## config.mk

```make
export PLATFORM = sky130hd
export DESIGN_NAME = tdc_block_avg
export DESIGN_NICKNAME = d
export VERILOG_FILES = /design/src/rtl/tdc_block_avg.sv
export SDC_FILE = /design/constraint.sdc
export NUM_CORES = 1
export LEC_CHECK = 0
export CAP_MARGIN = 15
export CORE_ASPECT_RATIO = 1.1
export CORE_MARGIN = 8
export CORE_UTILIZATION = 40
export DETAILED_ROUTE_END_ITERATION = 12
export GPL_ROUTABILITY_DRIVEN = 0
export MAX_ROUTING_LAYER = met4
export PLACE_DENSITY = 0.72
export REMOVE_ABC_BUFFERS = 1
export SETUP_SLACK_MARGIN = 0.05
export SYNTH_ARGS = -nofsm -noshare
export SYNTH_HDL_FRONTEND = slang
export SYNTH_SLANG_ARGS = --single-unit
```

## constraint.sdc

```tcl
create_clock -name clk -period 3 [get_ports clk]
set_clock_uncertainty 0.1 [all_clocks]
set_input_delay 0.9 -clock clk [delete_from_list [all_inputs] [get_ports clk]]
set_output_delay 0.9 -clock clk [all_outputs]
set_load 0.01 [all_outputs]
```

## src/rtl/tdc_block_avg.sv

```systemverilog
// Block averager for the DE0 TDC chain: accumulates 2^LOG2_N summed time words
// and presents block mean/min/max through a valid/ready result register.
module tdc_block_avg #(
  parameter int IN_W   = 20,
  parameter int LOG2_N = 6,
  parameter int DROP_W = 16
) (
  input  logic              clk,
  input  logic              rst,
  input  logic [IN_W-1:0]   in_data,
  input  logic              in_dval,
  input  logic              clear,
  output logic [IN_W-1:0]   out_mean,
  output logic [IN_W-1:0]   out_min,
  output logic [IN_W-1:0]   out_max,
  output logic              out_valid,
  input  logic              out_ready,
  output logic [DROP_W-1:0] drop_cnt,
  output logic              overrun
);

  localparam int ACC_W = IN_W + LOG2_N;
  localparam logic [LOG2_N-1:0] CNT_ONE  = LOG2_N'(1);
  localparam logic [DROP_W-1:0] DROP_ONE = DROP_W'(1);

  logic [ACC_W-1:0]  acc;
  logic [ACC_W-1:0]  acc_sum;
  logic [LOG2_N-1:0] cnt;
  logic [IN_W-1:0]   run_min;
  logic [IN_W-1:0]   run_max;
  logic [IN_W-1:0]   min_sum;
  logic [IN_W-1:0]   max_sum;
  logic              take;
  logic              complete;
  logic              slot_free;
  logic              handshake;

  // Running statistics including the current sample, so the Nth sample lands in its own block.
  always_comb begin
    take      = in_dval && !clear;
    complete  = take && (&cnt);
    handshake = out_valid && out_ready;
    slot_free = !out_valid || out_ready;
    acc_sum   = acc + {{LOG2_N{1'b0}}, in_data};
    min_sum   = (in_data < run_min) ? in_data : run_min;
    max_sum   = (in_data > run_max) ? in_data : run_max;
  end

  always_ff @(posedge clk or negedge rst) begin
    if (!rst) begin
      acc     <= '0;
      cnt     <= '0;
      run_min <= '1;
      run_max <= '0;
    end else if (clear || complete) begin
      acc     <= '0;
      cnt     <= '0;
      run_min <= '1;
      run_max <= '0;
    end else if (take) begin
      acc     <= acc_sum;
      cnt     <= cnt + CNT_ONE;
      run_min <= min_sum;
      run_max <= max_sum;
    end
  end

  // A completed block either refills the slot or, when the slot is still owned, is counted as lost.
  always_ff @(posedge clk or negedge rst) begin
    if (!rst) begin
      out_mean  <= '0;
      out_min   <= '0;
      out_max   <= '0;
      out_valid <= 1'b0;
      drop_cnt  <= '0;
      overrun   <= 1'b0;
    end else if (complete) begin
      if (slot_free) begin
        out_mean  <= acc_sum[ACC_W-1:LOG2_N];
        out_min   <= min_sum;
        out_max   <= max_sum;
        out_valid <= 1'b1;
      end else begin
        if (drop_cnt != '1) begin
          drop_cnt <= drop_cnt + DROP_ONE;
        end
        overrun <= 1'b1;
      end
    end else if (handshake) begin
      out_valid <= 1'b0;
    end
  end

endmodule

```

After elaboration in Yosys (flattened, before gate mapping)
Index checks and enable logic that the tools add are counted.
- input port bits: 25
- flip-flop bits (word level): 150
- output and inout bits: 78
- logic and storage cells: 45
- multiplexer cells: 13
- $add $sub $neg: 3
- bitwise logic cells: 1
- eq/ne operators: 2
- reduce and logical (&&, ||, !) cells: 14
- $lt $le $gt $ge: 2
- operator list (cell ; count):
    $mux 20 ; 6
    $mux 26 ; 2
    $add 26x20->26 ; 1
    $gt 20x20->1 ; 1
    $lt 20x20->1 ; 1
    $add 16x1->16 const B ; 1
    $ne 16x16->1 const B ; 1
    $mux 6 ; 2
    $add 6x1->6 const B ; 1
    $reduce_and 2->1 ; 3
    $reduce_and 6->1 ; 1
    $reduce_bool 2->1 ; 2
    $logic_and 1x1->1 ; 3
    $mux 1 ; 3
    $reduce_and 3->1 ; 1
    $logic_not 1->1 ; 2
    $logic_or 1x1->1 ; 2
    $ne 2x1->1 const B ; 1
    $not 1->1 ; 1

Longest topological paths before layout
- word-level depth: 5
- gate-level depth with buffers: 11
- mapped depth without buffers: 10

Least setup slack after synthesis
OpenSTA, ideal clock, no wires.
- path kind: in2reg
- from: input in_data[4]
- to: register acc[21]
- path slack: -39 ps
- arrival: 2870 ps
- data required time: 2831 ps
- setup time: 69 ps
- path buffers: 1
- stages on the path: 10
- cells stage by stage: ha_1 nand2_1 o31ai_2 o2111ai_1 a31o_2 o21ai_4 a21oi_2 buf_6 or4_1 nand3_1
- word-level cells in the longest chain between the ends: 3
- ends and longest elaborated chain (what ; line ; text):
    start: declaration ; 10 ; input logic [IN_W-1:0] in_data,
    $add 26x20->26 ; 44 ; acc_sum = acc + {{LOG2_N{1'b0}}, in_data};
    $mux 26 ; 60 ; end else if (take) begin
    $mux 26 ; 55 ; end else if (clear || complete) begin
    end signal: assignment ; 61 ; acc <= acc_sum;
    end: declaration ; 26 ; logic [ACC_W-1:0] acc;
Every way passes these cells. The select of a mux whose other input is x is not followed.
A chain may end at the register's enable or synchronous reset.

Worst setup path after layout
- from: input in_data[11]
- to: register run_min[17]
- word-level cells in the longest chain between the ends: 4
- ends and longest elaborated chain (what ; line ; text):
    $lt 20x20->1 ; 45 ; min_sum = (in_data < run_min) ? in_data : run_min;
    $mux 20 ; 45 ;
    $mux 20 ; 60 ;
    $mux 20 ; 55 ;
    end signal: assignment ; 63 ; run_min <= min_sum;
    end: declaration ; 29 ; logic [IN_W-1:0] run_min;
Every way passes these cells. The select of a mux whose other input is x is not followed.

==> metrics.txt <==
largest net degree at the start of global routing=54; I/O pin cnt=103; ANT cells=0; HPWL after DPL=15910 um; met1 usage in global routing=22.63%; pwr/cell area=509.7 nW/um^2; reg2reg path depth=13; top cell type's share of synthesized area=40.16%; status=finished, final reports clean; final antenna-violating net count=0; Std-Cell Rows=54; Worst setup SP type=primary input; die width=151.7 um; # hold bufs at CTS=0; Hold Slack=338.1 ps; remaining global-route overflow=0; RR Endpoint=run_min[17]; post-layout min period=2925 ps; Hold Crit Class=in2async; worst skew pair latency=420 ps; port bufs=102; worst-case clock buffer depth=2; final setup violation count=0; DIE AREA=25070 sq um; antenna violations before repair=0; maximum fanout along the worst path=7; Synth Flop Type=dfrtp_1; Max rail drop VDD=365.9 uV; Final nets=1112; drt pass-1 iters=6; initial drt markers=611; CTS tree=built; WL per Instance=17.95 um; Syn Std Cell Area=8100 sq um; cts bufs inserted=17; GRT busiest layer=met2; count of cell types in the netlist=52; Static Leak=5.411 nW; CTS H-Tree Depth=4; vias in the first global route=7191; Die Ht=165.3 um; sequential cell area fraction in the yosys report=46.65%; FFs w/ async S/R, synth=100.0%; first-pass GRT wire length=36650 um; vias per cell=5.481; Clock Pin Slew Worst Setup and Hold Paths=60 ps; fin crit share=97.52%; Post-synth EDFFs=0; FF-to-FF setup slack=220 ps; Critical Path RT=3260 ps; register bit count reported by yosys=150; Slew HR=64.91%; Layout area overhead=40.11%; setup TNS=0 ps; Mapped Cells=811; initial core utilization=40.78%; CP Class=in2reg; core area=19860 sq um; maxcap violations=0; total global-route track usage=19.12%; CTS root buf=clkbuf_16; Critical R2R Launch=run_min[9]; mean area per synthesized cell=9.988 sq um; Fmax achieved=341.8 MHz; Slew @ Worst Pin=526.4 ps; Post-Route WL=23160 um; DR vias=7070; Pins Over Slew Limit=0; post-synth top area cell=dfrtp_1; met2 Use GR=31.84%; GRT met3 Usage=3.870%; Final Hold Fails=0; synth top area cells=dfrtp_1 (40%), ha_1 (9.4%), dfstp_2 (6.5%); critical path arrival=3190 ps; Yosys warning count=0; CTS Sinks=150; total chip power=5.785 mW; Setup crit end kind=flop; layout cells sized above 1=24.08%; Residual DRC=0
synthesized netlist by cell type (24+ instances only):
master    instances
a21o_1           27
a21oi_1          24
a22o_1           37
clkbuf_1         33
dfrtp_1         130
ha_1             61
inv_1            44
nand2_1          97
nand3_1          35
nand4_1          24
nor2_1           37
o21ai_0          55
critical path: stages:
cell and delay [ps]:
dlygate4sd2_1 330, buf_4 200, ha_1 320, a21oi_2 120, nor2_1 60, a211oi_2 240
buf_4 170, a211oi_2 60, a211oi_2 330, buf_4 190, buf_6 120, o22a_1 120
worst max path at each step:
stage                startpoint           to  slack [ps]  cells past startpoint
CTS                  in_data[8]  run_max[18]          30                     12
detailed placement  in_data[14]  out_max[12]        -680                     10
global route         in_data[9]  run_min[14]         -20                     13
global placement     in_data[9]   run_min[6]        -650                     12
finish              in_data[11]  run_min[17]          70                     12
floorplan           in_data[19]   run_max[0]       -1930                      8
power by group:
| part | leakage, nW | switching, mW | internal [mW] |
|---|---|---|---|
| Combinational | 3.10 | 0.671 | 0.633 |
| Sequential | 2.00 | 0.0732 | 2.12 |
| Clock | 0.302 | 0.850 | 1.44 |
flip-flops by register name, summed over array words and instances (netlist names):
signal	count
acc	26
cnt	6
run_max	20
out_mean	20
drop_cnt	16
out_valid	1
out_min	20
out_max	20
overrun	1
run_min	20
per-stage QoR:
stage          instance area, sq um  utilization (%)  worst slack (ps)  instances
2_1_floorplan                  7941                -             -1928        772
3_3_place_gp                  10190            51.29            -652.3       1234
3_5_place_dp                  10190            51.29            -681.4       1234
4_1_cts                       11160            56.19             30.76       1280
5_1_grt                       11350            57.14            -19.01       1290
6_report                      11350            57.14             74.53       1290
logic make-up (layout without fill, tap and decap cells):
kind of cell | Yosys count | after routing | share of synthesized area [%]
and+or+nand+nor | 230 | 230 | 13.24
AOI/OAI and AO/OA | 225 | 226 | 19.39
DFF | 150 | 150 | 46.65
buffers and inverters | 83 | 309 | 4.001
adders and majority gates | 62 | 62 | 9.669
xor gates and xnor gates | 36 | 36 | 3.892
muxes | 25 | 25 | 3.166
final cells by class:
type / instances / area (sq um)
Inverter: 44 / 165.2
Clock inverter: 12 / 175.2
Timing Repair Buffer: 233 / 2103
Clock buffer: 20 / 456.7
Tap cell: 252 / 315.3
Sequential cell: 150 / 3779
Multi-Input combinational cell: 579 / 4355
Fill cell: 1670 / 8514
layout by cell type, fill, tap and decap left out, types with 4 or more instances in the layout:
cell             synthesis  layout
buf_6                    1      16
a21oi_2                  1       4
dlymetal6s2s_1           0       5
xnor2_1                 23      23
clkbuf_2                 0      11
buf_4                    0     108
xor2_1                  13      13
clkbuf_16                0      17
o21ai_1                  1       8
a21o_1                  27      27
a31oi_1                 18      17
nand3_1                 35      34
o21ai_0                 55      48
a211oi_2                 0       5
bufinv_16                0       4
buf_12                   0       6
nor2_1                  37      35
nand2_1                 97      94
o211ai_1                15      15
a22o_1                  37      37
o21a_1                   5       5
dfstp_2                 20      20
nor2b_1                  4       4
nand2b_1                 4       4
o22a_1                  20      20
or3_1                    6       6
nor3_1                   6       6
mux2_2                   5       4
a21oi_1                 24      19
clkdlybuf4s50_1          0      81
ha_1                    61      48
nand4_1                 24      24
mux2i_1                 20      18
ha_4                     0      11
inv_1                   44      44
dfrtp_1                130     130
repair_timing:
item	in CTS	in global routing
endpoints found under the setup margin	107	99
gates cloned	3	1
setup buffers	11	9
pin swaps	28	44
resized for setup	67	52
routing by layer:
| layer | wire (um) | up-vias |
|---|---|---|
| li1 | - | 3378 |
| met1 | 10060 | 3469 |
| met2 | 11520 | 180 |
| met3 | 1031 | 43 |
| met4 | 548 | 0 |
| met5 | 0 | - |
No activity file was read; power rests on OpenSTA's default activity.
